==> src/rtl/data_memory_ctrl_if.sv <==
// Request/response bundle between the execute stage (master) and the data memory (slave).
// The slave also reports when its reset clear sweep is still running.
interface data_memory_ctrl_if #(
   parameter int BITS      = 32,
   parameter int ADDR_BITS = 20
);
   logic                 req_valid;
   logic                 req_ready;
   logic                 req_write;
   logic [1:0]           req_size;
   logic                 req_signed;
   logic [ADDR_BITS-1:0] address;
   logic [BITS-1:0]      wdata;
   logic                 rsp_valid;
   logic [BITS-1:0]      rdata;
   logic                 err_misaligned;
   logic                 err_range;
   logic                 busy;

   modport master (
      output req_valid, req_write, req_size, req_signed, address, wdata,
      input  req_ready, rsp_valid, rdata, err_misaligned, err_range, busy
   );

   modport slave (
      input  req_valid, req_write, req_size, req_signed, address, wdata,
      output req_ready, rsp_valid, rdata, err_misaligned, err_range, busy
   );
endinterface

==> src/rtl/data_memory_ctrl.sv <==
// Byte-addressed data memory with byte/half/word/double access and sign/zero-extending loads.
// After reset the array is cleared one word per cycle before requests are accepted.
module data_memory_ctrl #(
   parameter int BITS      = 32,
   parameter int ADDR_BITS = 20,
   parameter int DEPTH     = 100
) (
   input logic                 clock,
   input logic                 reset,
   data_memory_ctrl_if.slave   bus
);
   localparam int NB    = BITS / 8;
   localparam int LB    = $clog2(NB);
   localparam int PTR_W = $clog2(DEPTH);

   typedef enum logic {S_CLEAR, S_READY} state_t;

   state_t               r_state;
   logic [PTR_W-1:0]     r_clear_ptr;
   logic                 r_busy;
   logic                 r_ready;
   logic [BITS-1:0]      r_mem [DEPTH];
   logic                 r_rsp_valid;
   logic [BITS-1:0]      r_rdata;
   logic                 r_err_mis;
   logic                 r_err_rng;

   logic                 w_ready;
   logic                 w_accept;
   logic [ADDR_BITS-1:0] w_word_idx;
   logic [PTR_W-1:0]     w_idx;
   logic [LB-1:0]        w_off;
   logic                 w_rng;
   logic                 w_mis;
   logic                 w_err;
   logic [NB-1:0]        w_be;
   logic [BITS-1:0]      w_wdata_sh;
   logic [BITS-1:0]      w_rword;
   logic [BITS-1:0]      w_rshift;
   logic [BITS-1:0]      w_load;

   function automatic logic [NB-1:0] lane_mask(input logic [1:0] sz, input logic [LB-1:0] off);
      logic [NB-1:0] m;
      case (sz)
         2'd0:    m = NB'(1);
         2'd1:    m = NB'(3);
         2'd2:    m = NB'(15);
         default: m = '1;
      endcase
      return m << off;
   endfunction

   function automatic logic [BITS-1:0] extend_load(input logic [BITS-1:0] v, input logic [1:0] sz,
                                                   input logic sgn);
      logic [BITS-1:0] keep;
      logic            msb;
      case (sz)
         2'd0:    begin keep = BITS'(8'hFF);         msb = v[7];      end
         2'd1:    begin keep = BITS'(16'hFFFF);      msb = v[15];     end
         2'd2:    begin keep = BITS'(32'hFFFF_FFFF); msb = v[31];     end
         default: begin keep = '1;                   msb = v[BITS-1]; end
      endcase
      return (v & keep) | ({BITS{sgn & msb}} & ~keep);
   endfunction

   // Ready and busy drop/rise with reset itself, not one cycle later.
   assign w_ready  = r_ready & ~reset;
   assign w_accept = bus.req_valid & w_ready;

   assign w_word_idx = bus.address >> LB;
   assign w_idx      = w_word_idx[PTR_W-1:0];
   assign w_off      = bus.address[LB-1:0];
   assign w_rng      = (w_word_idx >= ADDR_BITS'(DEPTH));

   always_comb begin
      w_mis = 1'b0;
      case (bus.req_size)
         2'd0:    w_mis = 1'b0;
         2'd1:    w_mis = w_off[0];
         2'd2:    w_mis = (w_off[1:0] != 2'b00);
         default: w_mis = (BITS == 32) ? 1'b1 : (w_off != '0);
      endcase
   end

   assign w_err      = w_mis | w_rng;
   assign w_be       = lane_mask(bus.req_size, w_off);
   assign w_wdata_sh = bus.wdata << {w_off, 3'b000};
   assign w_rword    = w_rng ? '0 : r_mem[w_idx];
   assign w_rshift   = w_rword >> {w_off, 3'b000};
   assign w_load     = extend_load(w_rshift, bus.req_size, bus.req_signed);

   always_ff @(posedge clock) begin
      if (reset) begin
         r_state     <= S_CLEAR;
         r_clear_ptr <= '0;
         r_busy      <= 1'b1;
         r_ready     <= 1'b0;
      end else begin
         case (r_state)
            S_CLEAR: begin
               if (r_clear_ptr == PTR_W'(DEPTH - 1)) begin
                  r_state <= S_READY;
                  r_busy  <= 1'b0;
                  r_ready <= 1'b1;
               end else begin
                  r_clear_ptr <= r_clear_ptr + 1'b1;
               end
            end
            default: r_state <= S_READY;
         endcase
      end
   end

   // Array has no reset of its own; the sweep is what clears it.
   always_ff @(posedge clock) begin
      if (r_state == S_CLEAR && !reset) begin
         r_mem[r_clear_ptr] <= '0;
      end else if (w_accept && bus.req_write && !w_err) begin
         for (int b = 0; b < NB; b++)
            if (w_be[b]) r_mem[w_idx][8*b +: 8] <= w_wdata_sh[8*b +: 8];
      end
   end

   always_ff @(posedge clock) begin
      if (reset) begin
         r_rsp_valid <= 1'b0;
         r_rdata     <= '0;
         r_err_mis   <= 1'b0;
         r_err_rng   <= 1'b0;
      end else if (w_accept) begin
         r_rsp_valid <= 1'b1;
         r_rdata     <= (w_err || bus.req_write) ? '0 : w_load;
         r_err_mis   <= w_mis;
         r_err_rng   <= w_rng;
      end else begin
         r_rsp_valid <= 1'b0;
      end
   end

   assign bus.req_ready      = w_ready;
   assign bus.busy           = r_busy | reset;
   assign bus.rsp_valid      = r_rsp_valid & ~reset;
   assign bus.rdata          = reset ? '0 : r_rdata;
   assign bus.err_misaligned = r_err_mis & ~reset;
   assign bus.err_range      = r_err_rng & ~reset;
endmodule

==> src/flat_wrapper.sv <==
// flat-port wrapper written by rule: the top's interface ports become plain ports
module data_memory_ctrl_flat 
#(
   parameter int BITS      = 32,
   parameter int ADDR_BITS = 20,
   parameter int DEPTH     = 100
)
  (clock, reset, bus_req_valid, bus_req_write, bus_req_size, bus_req_signed, bus_address, bus_wdata, bus_req_ready, bus_rsp_valid, bus_rdata, bus_err_misaligned, bus_err_range, bus_busy);
  data_memory_ctrl_if #(.BITS(BITS), .ADDR_BITS(ADDR_BITS)) bus_i ();
  input logic clock;
  input logic reset;
  input wire logic [$bits(bus_i.req_valid)-1:0] bus_req_valid;
  input wire logic [$bits(bus_i.req_write)-1:0] bus_req_write;
  input wire logic [$bits(bus_i.req_size)-1:0] bus_req_size;
  input wire logic [$bits(bus_i.req_signed)-1:0] bus_req_signed;
  input wire logic [$bits(bus_i.address)-1:0] bus_address;
  input wire logic [$bits(bus_i.wdata)-1:0] bus_wdata;
  output wire logic [$bits(bus_i.req_ready)-1:0] bus_req_ready;
  output wire logic [$bits(bus_i.rsp_valid)-1:0] bus_rsp_valid;
  output wire logic [$bits(bus_i.rdata)-1:0] bus_rdata;
  output wire logic [$bits(bus_i.err_misaligned)-1:0] bus_err_misaligned;
  output wire logic [$bits(bus_i.err_range)-1:0] bus_err_range;
  output wire logic [$bits(bus_i.busy)-1:0] bus_busy;
  assign bus_i.req_valid = bus_req_valid;
  assign bus_i.req_write = bus_req_write;
  assign bus_i.req_size = bus_req_size;
  assign bus_i.req_signed = bus_req_signed;
  assign bus_i.address = bus_address;
  assign bus_i.wdata = bus_wdata;
  assign bus_req_ready = bus_i.req_ready;
  assign bus_rsp_valid = bus_i.rsp_valid;
  assign bus_rdata = bus_i.rdata;
  assign bus_err_misaligned = bus_i.err_misaligned;
  assign bus_err_range = bus_i.err_range;
  assign bus_busy = bus_i.busy;
  data_memory_ctrl #(.BITS(BITS), .ADDR_BITS(ADDR_BITS), .DEPTH(DEPTH)) u_core (.clock(clock), .reset(reset), .bus(bus_i));
endmodule
==> config.mk <==
export PLATFORM = sky130hd
export DESIGN_NAME = data_memory_ctrl_flat
export DESIGN_NICKNAME = d
export VERILOG_FILES = /design/src/rtl/data_memory_ctrl_if.sv /design/src/rtl/data_memory_ctrl.sv /design/src/flat_wrapper.sv
export SDC_FILE = /design/constraint.sdc
export NUM_CORES = 2
export LEC_CHECK = 0
export CAP_MARGIN = 25
export CORE_UTILIZATION = 50
export DETAILED_ROUTE_END_ITERATION = 12
export HOLD_SLACK_MARGIN = 0.15
export PLACE_DENSITY_LB_ADDON = 0.15
export SLEW_MARGIN = 5
export SYNTH_ARGS = -nofsm -noshare
export SYNTH_HDL_FRONTEND = slang
export SYNTH_SLANG_ARGS = --single-unit
==> constraint.sdc <==
create_clock -name clock -period 16.7 [get_ports clock]
set_clock_uncertainty 0.1 [all_clocks]
set_input_delay 3.34 -clock clock [delete_from_list [all_inputs] [get_ports clock]]
set_output_delay 3.34 -clock clock [all_outputs]
set_load 0.005 [all_outputs]
==> results.cfg <==
[worst_setup_path]
r2r.worst_path.cells = 10
r2r-end = u_core.r_mem[44][30]
crit_fanout = 38
worst_setup_path_start_kind = input pin
cp.required_ns = 17.16
crit_end = u_core.r_mem[44][30]
end_kind = flop
worstSetupStartpoint = bus_address[6]
r2r_slack_ns = 10.65
timing.rr.start = u_core.r_ready
worstSetupPathType = in -> reg
crit_arrival_ns = 9.41

[sta]
slew_violations = 0
hold_ws_ns = 0.524
fin_setup_tns_ns = 0
fin_crit_sh_pct = 53.6
max_freq_mhz = 112
tightestPinTransition_ns = 1.20
rsz0062_at_grt = false
hold_violations = 0
period_needed_ns = 8.95
max_slew_margin_pct = 19.7
setup_violations = 0

[outcome]
status = complete, no violations

[grt]
grt_antenna_before_repair = 20
gr-total-overflow = 0
grt_pass1_vias = 63900
grt_usage_pct = 27.8
grt_pass1_wl_um = 497000
grt_max_degree = 102

[detailed_routing]
wl_per_cell_um = 36.1
drt_iter0_markers = 7920
vias = 64000
drt-vias-per-instance = 6.51
drt_pass1_iterations = 8
routed_wl_um = 355000
drc = 0
drtAntennaViolNets = 0

[yosys]
synth-compound-area-share_pct = 1.81
synth_cell_types = 75
synth_top_family_by_area = multiplexers
ys_seq_elements = 3245
synth_nets = 6019
synth_edf_count = 3200
ys_seq_area_share_pct = 76.2
synth-simple-area-share_pct = 3.17
synthAdderAreaFrac_pct = 0.00983
async_flop_share_pct = 0
synth_area_leaders = edfxtp_1 (76%), mux4_2 (16%), nor2_1 (1.4%), mux2i_1 (1.2%), nand2_1 (0.73%)
netlist_instances = 5959
synthMuxAreaShare_pct = 17.1
yosysTopAreaCellShare_pct = 75.5
syn-mean-instance-area_sq_um = 21.4
yosysTopAreaCell = edfxtp_1
yosysWarnings = 0
synth-main-ff-cell = edfxtp_1
synth_area_sq_um = 127000
synth-xor-area-share_pct = 0.0344

[clocking]
cts_max_level = 5
clk_pin_slew_ns = 0.06
tritoncts = yes
cts_hold_buf = 0
clock_latency_ns = 0.94
clk_path_buf_depth = 4
clock_sinks = 3245
postCtsSetupBuffers = 0
cts_buffers = 346
post_cts_resize_count = 0
root_buffer = clkbuf_16

[power]
p_total_mw = 16.7
vdd_ir_drop_max_uv = 90.3
total_leakage_power_nw = 48.1
powerDensity_nw_per_um2 = 117

[layout]
final_common_cell = edfxtp_1
register_area_sq_um = 97000
fillers = 18500
syn2layout_area_growth_pct = 12.2
drive_above_1_share_pct = 24.7
multi_input_area_sq_um = 28500
nets = 6279
layout_common_cells = edfxtp_1 (3,200), mux4_2 (877), nor2_1 (467), clkbuf_16 (352), nand2_1 (238)

[flow_run]
cap_violations = 0

[placement]
dp_hpwl_um = 221000
gp_congestion = 0.908
port_buffers = 95

[floorplan]
coreArea_sq_um = 252000
start_util_pct = 50.5
fp-row-count = 184
die-area_sq_um = 257000
die_w_um = 506
num_io_pins = 96
dieHeight_um = 506

[min_path]
min_path_type = reg -> reg
==> through the flow <==
step | std cells | utilization (%) | area [sq um] | setup WS [ns]
floorplan | 5959 | - | 127000 | 6.19
global placement | 9207 | 52.4 | 132000 | 6.38
detailed placement | 9215 | 52.4 | 132000 | 6.86
CTS | 9814 | 56.6 | 143000 | 7.86
global route | 9822 | 56.6 | 143000 | 7.69
finish | 9832 | 56.7 | 143000 | 7.75
==> registers in the layout, summed over array words and instances (netlist names) <==
name,flops
u_core.r_mem,3200
u_core.r_rdata,32
u_core.r_clear_ptr,7
u_core.r_busy,1
u_core.r_err_mis,1
u_core.r_err_rng,1
u_core.r_ready,1
u_core.r_rsp_valid,1
u_core.r_state,1
==> worst min-delay path by stage <==
stage	from	to	slack [ns]	cells past startpoint
final	u_core.r_rdata[24]	u_core.r_rdata[24]	0.52	3
after global routing	u_core.r_clear_ptr[6]	u_core.r_clear_ptr[6]	0.54	2
after global placement	u_core.r_clear_ptr[5]	u_core.r_clear_ptr[5]	0.44	2
after detailed placement	u_core.r_clear_ptr[5]	u_core.r_clear_ptr[5]	0.49	2
after CTS	u_core.r_clear_ptr[5]	u_core.r_clear_ptr[5]	0.50	2
after floorplan	u_core.r_clear_ptr[5]	u_core.r_clear_ptr[5]	0.40	2
==> per-layer routing <==
metal,vias up,part of all wire (%),track usage (%)
met2,3427,48,43.5
met5,-,0.011,0
met4,6,5.0,12.3
met3,750,8.3,5.18
li1,25400,-,-
met1,34400,39,38.4
==> report_power, final <==
part	total (mW)	internal [mW]	switching [mW]
clock	7.27	4.20	3.07
combinational	0.565	0.192	0.373
sequential	8.83	8.82	0.00456
total	16.7	13.2	3.45
==> synth_stat cells (5+ instances only) <==
| cell | number |
|---|---|
| o32ai_1 | 5 |
| buf_6 | 40 |
| or2_2 | 5 |
| inv_1 | 10 |
| mux2i_1 | 152 |
| mux4_1 | 13 |
| nand4_1 | 10 |
| mux2_2 | 14 |
| buf_8 | 6 |
| a21oi_1 | 39 |
| o211ai_1 | 14 |
| nand3_1 | 47 |
| a311oi_1 | 8 |
| o21ai_0 | 53 |
| and3_1 | 18 |
| nand3b_1 | 6 |
| edfxtp_1 | 3200 |
| a31oi_1 | 15 |
| mux4_2 | 877 |
| a22oi_1 | 41 |
| a211oi_1 | 33 |
| buf_1 | 24 |
| buf_2 | 68 |
| buf_4 | 60 |
| nor2b_1 | 58 |
| nand2b_1 | 10 |
| o22ai_1 | 22 |
| and2_1 | 13 |
| nand2_1 | 248 |
| nor2_1 | 491 |
| a32oi_1 | 30 |
| nor3_1 | 22 |
| o31ai_1 | 6 |
| dfxtp_1 | 45 |
| a22o_1 | 6 |
| or3_1 | 8 |
| clkbuf_1 | 163 |
| a2111oi_0 | 7 |
==> kinds of logic (layout without fill, tap and decap cells) <==
logic type,count (synthesis),after routing
muxes,1056,1056
AOI/OAI and AO/OA,327,327
adders and majority gates,1,1
and+or+nand+nor,950,950
xor gates and xnor gates,5,5
other,0,14
DFF,3245,3245
buffers and inverters,375,886
==> critical path: stages <==
cell	delay [ns]
buf_4	0.33
o311ai_0	0.64
and4_1	0.46
buf_4	0.32
nand4_1	0.22
or2_2	0.35
buf_4	0.33
a21oi_1	0.52
nor2b_1	1.00
nand2_1	0.96
nor2_1	0.85
==> area by class of cell <==
cell class | instances | area share, %
Tap cell | 3348 | 2.93
Inverter | 13 | 0.0447
Clock buffer | 428 | 6.38
Timing Repair Buffer | 274 | 1.75
Sequential cell | 3245 | 67.9
Clock inverter | 171 | 1.00
Multi-Input combinational cell | 2339 | 20.0
Antenna cell | 14 | 0.0245
(Power assumes the default switching activity.)
